## src/rtl/pipeline_hazard_ctrl.sv

```systemverilog
// Pipeline sequencer: turns load-use, branch, I-miss, D-miss and halt conditions into
// per-register enable/flush strobes for the PC and the four pipeline registers.
module pipeline_hazard_ctrl #(
  parameter int REG_W = 5,
  parameter int CNT_W = 16
) (
  input  logic             CLK,
  input  logic             nRST,
  input  logic [REG_W-1:0] rs_ID,
  input  logic [REG_W-1:0] rt_ID,
  input  logic             memtoReg_EX,
  input  logic [REG_W-1:0] rt_dest_EX,
  input  logic             branch_taken_EX,
  input  logic             ihit,
  input  logic             dmem_req_MEM,
  input  logic             dhit,
  input  logic             halt_WB,
  output logic             pc_en,
  output logic             ifid_en,
  output logic             idex_en,
  output logic             exmem_en,
  output logic             memwb_en,
  output logic             ifid_flush,
  output logic             idex_flush,
  output logic             exmem_flush,
  output logic             memwb_flush,
  output logic             halted,
  output logic [CNT_W-1:0] stall_cnt
);

  typedef enum logic [1:0] {RUN, MEM_WAIT, HALTED} state_e;

  state_e           state_q, state_d;
  logic [CNT_W-1:0] cnt_q, cnt_d;

  logic load_use, dmiss;
  logic do_halt, do_freeze, do_resolve;

  // $0 is hard-wired zero, so a load into it can never feed a dependent instruction.
  assign load_use = memtoReg_EX && (rt_dest_EX != '0) &&
                    ((rt_dest_EX == rs_ID) || (rt_dest_EX == rt_ID));
  assign dmiss    = dmem_req_MEM && !dhit;

  // Classify the cycle once; the output process only maps the class to strobes.
  always_comb begin
    do_halt    = 1'b0;
    do_freeze  = 1'b0;
    do_resolve = 1'b0;
    unique case (state_q)
      RUN: begin
        if (halt_WB)    do_halt    = 1'b1;
        else if (dmiss) do_freeze  = 1'b1;
        else            do_resolve = 1'b1;
      end
      MEM_WAIT: begin
        if (halt_WB)    do_halt    = 1'b1;
        else if (!dhit) do_freeze  = 1'b1;
        else            do_resolve = 1'b1;
      end
      default: ;
    endcase
  end

  always_ff @(posedge CLK) begin
    if (!nRST) state_q <= RUN;
    else       state_q <= state_d;
  end

  always_comb begin
    state_d = state_q;
    unique case (state_q)
      RUN: begin
        if (halt_WB)    state_d = HALTED;
        else if (dmiss) state_d = MEM_WAIT;
      end
      MEM_WAIT: begin
        if (halt_WB)   state_d = HALTED;
        else if (dhit) state_d = RUN;
      end
      HALTED:  state_d = HALTED;
      default: state_d = RUN;
    endcase
  end

  always_comb begin
    pc_en       = 1'b1;
    ifid_en     = 1'b1;
    idex_en     = 1'b1;
    exmem_en    = 1'b1;
    memwb_en    = 1'b1;
    ifid_flush  = 1'b0;
    idex_flush  = 1'b0;
    exmem_flush = 1'b0;
    memwb_flush = 1'b0;
    halted      = 1'b0;
    if (!nRST) begin
      pc_en       = 1'b0;
      ifid_en     = 1'b0;
      idex_en     = 1'b0;
      exmem_en    = 1'b0;
      memwb_en    = 1'b0;
      ifid_flush  = 1'b1;
      idex_flush  = 1'b1;
      exmem_flush = 1'b1;
      memwb_flush = 1'b1;
    end else if (state_q == HALTED || do_halt) begin
      pc_en    = 1'b0;
      ifid_en  = 1'b0;
      idex_en  = 1'b0;
      exmem_en = 1'b0;
      memwb_en = 1'b0;
      halted   = (state_q == HALTED);
    end else if (do_freeze) begin
      // Hold everything up to EX/MEM; bubble into MEM/WB while the load waits.
      pc_en       = 1'b0;
      ifid_en     = 1'b0;
      idex_en     = 1'b0;
      exmem_en    = 1'b0;
      memwb_flush = 1'b1;
    end else if (do_resolve) begin
      if (branch_taken_EX) begin
        // Redirect wins even on an I-miss: the fetched word is wrong-path anyway.
        ifid_flush = 1'b1;
        idex_flush = 1'b1;
      end else if (load_use) begin
        pc_en      = 1'b0;
        ifid_en    = 1'b0;
        idex_flush = 1'b1;
      end else if (!ihit) begin
        pc_en      = 1'b0;
        ifid_flush = 1'b1;
      end
    end
  end

  always_comb begin
    cnt_d = cnt_q;
    if (state_q != HALTED && !pc_en && cnt_q != '1)
      cnt_d = cnt_q + {{(CNT_W-1){1'b0}}, 1'b1};
  end

  always_ff @(posedge CLK) begin
    if (!nRST) cnt_q <= '0;
    else       cnt_q <= cnt_d;
  end

  assign stall_cnt = cnt_q;

endmodule

```

## config.mk

```make
export PLATFORM = sky130hd
export DESIGN_NAME = pipeline_hazard_ctrl
export DESIGN_NICKNAME = d
export VERILOG_FILES = /design/src/rtl/pipeline_hazard_ctrl.sv
export SDC_FILE = /design/constraint.sdc
export NUM_CORES = 1
export LEC_CHECK = 0
export BUFFER_PORTS_ARGS = -buffer_cell sky130_fd_sc_hd__buf_2
export CAP_MARGIN = 20
export CORE_UTILIZATION = 46
export CTS_CLUSTER_DIAMETER = 50
export CTS_CLUSTER_SIZE = 40
export DETAILED_ROUTE_END_ITERATION = 8
export PLACE_DENSITY = 0.81
export SKIP_LAST_GASP = 1
export SLEW_MARGIN = 0
export SYNTH_ARGS = -nofsm -noshare
export SYNTH_HDL_FRONTEND = slang
export SYNTH_SLANG_ARGS = --single-unit
```

## constraint.sdc

```tcl
create_clock -name CLK -period 2.12 [get_ports CLK]
set_clock_uncertainty 0.1 [all_clocks]
set_input_delay 0.318 -clock CLK [delete_from_list [all_inputs] [get_ports CLK]]
set_output_delay 0.318 -clock CLK [all_outputs]
set_load 0.005 [all_outputs]
```

==> results of run 1 <==
==> stage by stage <==
step	utilization, %	setup WS [ns]	total power, mW	hold WS, ns	TNS, ns
after floorplan	-	0.127	0.450	0.297	0
after global placement	63.3	-0.0314	0.508	0.364	-0.149
after detailed placement	63.3	-0.170	0.515	0.400	-0.948
after CTS	65.6	0.00439	0.732	0.134	0
after global routing	70.6	-0.0690	0.776	0.147	-0.251
final	70.6	0.00322	0.738	0.143	0
==> kinds of logic after synthesis <==
family	Yosys count	synth area share, %
simple gates	69	32.9
compound gates	23	14.4
flops	18	32.0
xor+xnor	16	12.4
buf+inv	7	2.67
mux	5	4.44
fa+ha+maj	1	1.11
==> report_power, final <==
group	internal, mW	total, mW	switching, mW
combinational	0.0721	0.158	0.0855
sequential	0.348	0.360	0.0125
clock	0.105	0.220	0.115
==> layout make-up <==
type	count	area share (%)
Timing Repair Buffer	63	22.4
Inverter	3	0.707
Clock buffer	4	2.28
Sequential cell	18	22.9
Multi-Input combinational cell	115	49.5
Tap cell	28	2.20
==> critical path: cells and delay by family <==
family | cells | cell delay, ns
AND/OR/NAND/NOR | 1 | 0.55
AO/OA/AOI/OAI | 3 | 0.43
buffers and inverters | 3 | 0.40
==> Yosys cell counts (2+ instances only) <==
cell      count
a21oi_1       8
and4_4        2
clkbuf_1      2
dfxtp_1      18
inv_1         3
mux2i_1       5
nand2_1      17
nand2b_1      7
nand3_1       5
nand4_1       3
nor2_1       19
nor3_1        4
nor3_4        2
nor4_1        3
o21ai_0       3
xnor2_1       6
xor2_1       10
==> sequential cells by signal, summed over array words and instances (netlist names) <==
name,count
stall_cnt,16
state_q,2
==> path summary, 6_finish.rpt <==
path	end	slack, ns	cells past startpoint	from
max	pc_en	0.003	7	rt_dest_EX[3]
min reg2reg	stall_cnt[9]	0.41	2	stall_cnt[9]
max reg2reg	stall_cnt[14]	0.06	9	stall_cnt[3]
min	state_q[0]	0.14	2	halt_WB
==> timing repair <==
action / 4_1_cts / 5_1_grt
setup buffers: 2 / 7
gates cloned: 0 / 1
hold buffers: 0 / 0
pin swaps: 2 / 7
setup endpoints to repair: 5 / 15
resized for setup: 1 / 14
==> per-layer routing <==
layer  wire (um)  share of wire, %  track usage [%]
met1        1240                40             25.2
met3         174               5.7             4.76
met2        1610                52             44.6
met4          53               1.7             11.3
met5           0                 0                0
==> impl_metrics.env, run 1 <==
export IMPL_outcome="finished clean"
export IMPL_h_tree_depth=1
export IMPL_grt_antenna_before_repair=0
export IMPL_cts_buffer_depth=2
export IMPL_grt_pass1_vias=1178
export IMPL_tightest_slew_ns=0.417
export IMPL_dominantRegCellSynth="dfxtp_1"
export IMPL_critical_path_endpoint_type="output pin"
export IMPL_clock_root_buffer="clkbuf_4"
export IMPL_clkSinkCount=18
export IMPL_fill_cells=188
export IMPL_core_um2=2250
export IMPL_max_freq_mhz=472
export IMPL_ios=49
export IMPL_die_area_um2=2650
export IMPL_finalInstanceArea_um2=1590
export IMPL_gp_congestion=0.772
export IMPL_multi_input_area_um2=788
export IMPL_overflow=0
export IMPL_crit_required_ns=1.70
export IMPL_path_cells="buf_2 -> or4_4 -> o21ai_4 -> buf_4 -> o21ai_2 -> a21oi_1 -> buf_2"
export IMPL_ys_ff_latch=18
export IMPL_cts_tree="yes"
export IMPL_nets=228
export IMPL_drtIter0Drc=9
export IMPL_routedWlPerCell_um=13.3
export IMPL_synth_seq_area_share_pct=32.0
export IMPL_hold_class="input pin to register"
export IMPL_layout_min_cycle_time_ns=2.12
export IMPL_critPathLaunchType="input pin"
export IMPL_synth_top_area_cell="dfxtp_1"
export IMPL_finalSetupViolations=0
export IMPL_cp_arrival_ns=1.70
export IMPL_register_area_um2=365
export IMPL_max_cap_viol_count=0
export IMPL_final_common_cell="buf_2"
export IMPL_path_clk_slew_ns=0.11
export IMPL_synth_edff_count=0
export IMPL_drv_slew=0
export IMPL_worst_path_max_fanout=3
export IMPL_grt_max_degree=15
export IMPL_rows=17
export IMPL_die_h_um=51.5
export IMPL_drive_gt1_share_pct=43.3
export IMPL_synth_area_um2=1130
export IMPL_clk_latency_ns=0.31
export IMPL_drc=0
export IMPL_synth_cell_types=39
export IMPL_synth_top_cell_area_share_pct=32.0
export IMPL_grt_pass1_wl_um=4750
export IMPL_relSlewSlack_pct=72.2
export IMPL_rsz0062_at_grt="yes"
export IMPL_detail_route_antenna_nets=0
export IMPL_most_common_layout_cells="buf_2 (48), nor2_1 (17), nand2_1 (17), buf_4 (14), dfxtp_1 (14)"
export IMPL_wl_um=3080
export IMPL_diodes=0
export IMPL_post_place_cells=217
export IMPL_synth_nets=163
export IMPL_ys_warn_count=0
export IMPL_cp_slowest_stage_delay_ns=0.55
export IMPL_fin_cells=231
export IMPL_start_util_pct=49.9
export IMPL_synth_cells=139
export IMPL_port_buffer_count=48
export IMPL_avgSynthCellArea_um2=8.10
export IMPL_leakagePower_nw=0.792
export IMPL_yosys_top_cells_area="dfxtp_1 (32%), xor2_1 (7.8%), nor2_1 (6.3%)"
export IMPL_cts_made_buffers=3
export IMPL_slowest_stage="or4_4"
export IMPL_finalCritPeriodShare_pct=99.8
export IMPL_drtPass1Iterations=4
export IMPL_via_per_inst=5.49
export IMPL_hold_violations=0
export IMPL_placed_area_um2=1430
export IMPL_critical_path_class="input pin to output pin"
export IMPL_die_w_um=51.5
export IMPL_dp_hpwl_um=2190
export IMPL_grt_total_usage_pct=23.9
export IMPL_vias=1268
export IMPL_power_density_nw_per_um2=463
export IMPL_crit_top_cell="buf_2"
export IMPL_ir_drop_mv=0.307
export IMPL_area_growth_pct=41.4
export IMPL_synthArstFlopShare_pct=0
(Power assumes the default switching activity.)
==> run 2: changes to the inputs <==
--- a/config.mk
+++ b/config.mk
@@ -7,11 +7,11 @@
 export LEC_CHECK = 0
 export BUFFER_PORTS_ARGS = -buffer_cell sky130_fd_sc_hd__buf_2
 export CAP_MARGIN = 20
-export CORE_UTILIZATION = 46
+export CORE_UTILIZATION = 45
 export CTS_CLUSTER_DIAMETER = 50
 export CTS_CLUSTER_SIZE = 40
 export DETAILED_ROUTE_END_ITERATION = 8
-export PLACE_DENSITY = 0.81
+export PLACE_DENSITY = 0.79
 export SKIP_LAST_GASP = 1
 export SLEW_MARGIN = 0
 export SYNTH_ARGS = -nofsm -noshare
==> impl_metrics.env, run 2 (synthesis results as in run 1) <==
export IMPL_drv_slew=0
export IMPL_critPathTopFamily="simple AND/OR/NAND/NOR gates"
export IMPL_cts_buffer_depth=2
export IMPL_ios=49
export IMPL_r2r_cells=9
export IMPL_rows=17
export IMPL_hold_violations=0
export IMPL_clkSinkCount=18
export IMPL_cp_slowest_stage_delay_ns=0.36
export IMPL_grt_antenna_before_repair=0
export IMPL_switching_power_mw=0.201
export IMPL_placed_area_um2=1430
export IMPL_worstReg2RegStart="stall_cnt[6]"
export IMPL_power_frac_comb_pct=20.8
export IMPL_rrSetupSlack_ns=0.08
export IMPL_ir_drop_mv=0.334
export IMPL_cell_internal_pwr_mw=0.523
export IMPL_area_growth_pct=35.1
export IMPL_switching_share_pct=27.8
export IMPL_finalSetupViolations=0
export IMPL_path_cells="and4_4 -> and4_4 -> and2_4 -> nand3_1 -> nor3_4 -> buf_12 -> nor3_4 -> nand3_1 -> mux2i_1"
export IMPL_drc=0
export IMPL_dr_max_layer_used="met4"
export IMPL_critPathLaunchType="register"
export IMPL_h_tree_depth=1
export IMPL_slowest_stage="dfxtp_2"
export IMPL_r2r_end="stall_cnt[5]"
export IMPL_critPathLaunch="stall_cnt[6]"
export IMPL_final_common_cell="buf_2"
export IMPL_detail_route_antenna_nets=0
export IMPL_fin_cells=223
export IMPL_die_w_um=52.0
export IMPL_leakagePower_nw=0.746
export IMPL_rsz0062_at_grt="yes"
export IMPL_dp_hpwl_um=2040
export IMPL_grt_pass1_wl_um=4160
export IMPL_tns_ns=0
export IMPL_diodes=0
export IMPL_start_util_pct=49.5
export IMPL_worst_path_max_fanout=9
export IMPL_worst_slack_ns=0.0783
export IMPL_critical_path_endpoint_type="register"
export IMPL_most_common_layout_cells="buf_2 (48), nor2_1 (19), nand2_1 (17), dfxtp_1 (17), xor2_1 (10)"
export IMPL_cp_arrival_ns=2.16
export IMPL_largest_reg_flops=16
export IMPL_design_power_total_mw=0.724
export IMPL_clkPwrFrac_pct=29.6
export IMPL_die_area_um2=2710
export IMPL_wl_met2_um=1340
export IMPL_port_buffer_count=48
export IMPL_tightest_slew_ns=0.354
export IMPL_cts_made_buffers=3
export IMPL_overflow=0
export IMPL_via_per_inst=5.31
export IMPL_finalCritPeriodShare_pct=96.3
export IMPL_clk_latency_ns=0.30
export IMPL_crit_required_ns=2.24
export IMPL_drtIter0Drc=39
export IMPL_wl_um=2730
export IMPL_drtPass1Iterations=4
export IMPL_max_freq_mhz=490
export IMPL_wl_met3_um=176
export IMPL_cts_tree="yes"
export IMPL_hold_class="input pin to register"
export IMPL_die_h_um=52.0
export IMPL_routedWlPerCell_um=12.2
export IMPL_fin_util_pct=66.8
export IMPL_max_cap_viol_count=0
export IMPL_gp_congestion=0.803
export IMPL_cp_num_buf_inv=1
export IMPL_place_worst_setup_slack_ns=-0.106
export IMPL_path_clk_slew_ns=0.10
export IMPL_post_place_cells=217
export IMPL_grt_total_usage_pct=20.4
export IMPL_grt_max_degree=15
export IMPL_grt_pass1_vias=1030
export IMPL_finalInstanceArea_um2=1520
export IMPL_crit_path_end="stall_cnt[5]"
export IMPL_critical_path_class="register to register"
export IMPL_relSlewSlack_pct=76.2
export IMPL_drive_gt1_share_pct=37.9
export IMPL_core_um2=2280
export IMPL_drt_met1_wl_um=1140
export IMPL_clock_root_buffer="clkbuf_4"
export IMPL_hold_ws_ns=0.151
export IMPL_p_seq_share_pct=49.6
export IMPL_min_from="halt_WB"
export IMPL_vias=1185
export IMPL_power_density_nw_per_um2=476
export IMPL_outcome="finished clean"
export IMPL_layout_min_cycle_time_ns=2.04
export IMPL_nets=220
export IMPL_cp_num_cells=9
## run 2: final cells by class
type                            count  area, um2
Multi-Input combinational cell    115        772
Fill cell                         186        754
Sequential cell                    18        362
Timing Repair Buffer               55        305
Clock buffer                        4       36.3
Tap cell                           28       35.0
Inverter                            3       11.3
## run 2: worst min path at each step
stage,to,slack [ns],depth (start not counted)
floorplan,state_q[0],0.30,1
global placement,stall_cnt[9],0.37,2
detailed placement,stall_cnt[15],0.39,2
CTS,state_q[0],0.15,2
global route,state_q[0],0.16,2
finish,state_q[0],0.15,2
## run 2: what timing repair did
action	4_1_cts	5_1_grt
cloned	0	1
hold endpoints to repair	0	0
pin swaps	2	4
buffers inserted	1	0
setup endpoints to repair	4	11
hold buffers	0	0
resized for setup	0	7
## run 2: power groups by stage
stage	clock network [mW]	logic, mW	registers, mW
finish	0.214	0.150	0.359
global route	0.225	0.167	0.362
CTS	0.215	0.145	0.360
detailed placement	0	0.144	0.367
global placement	0	0.141	0.367
floorplan	0	0.0832	0.366
## run 2: routing by layer
layer  track usage [%]  vias up
met5                 0        -
met3              3.22       11
met1              23.3      527
met2              36.1       49
li1                  -      598
met4              10.4        0
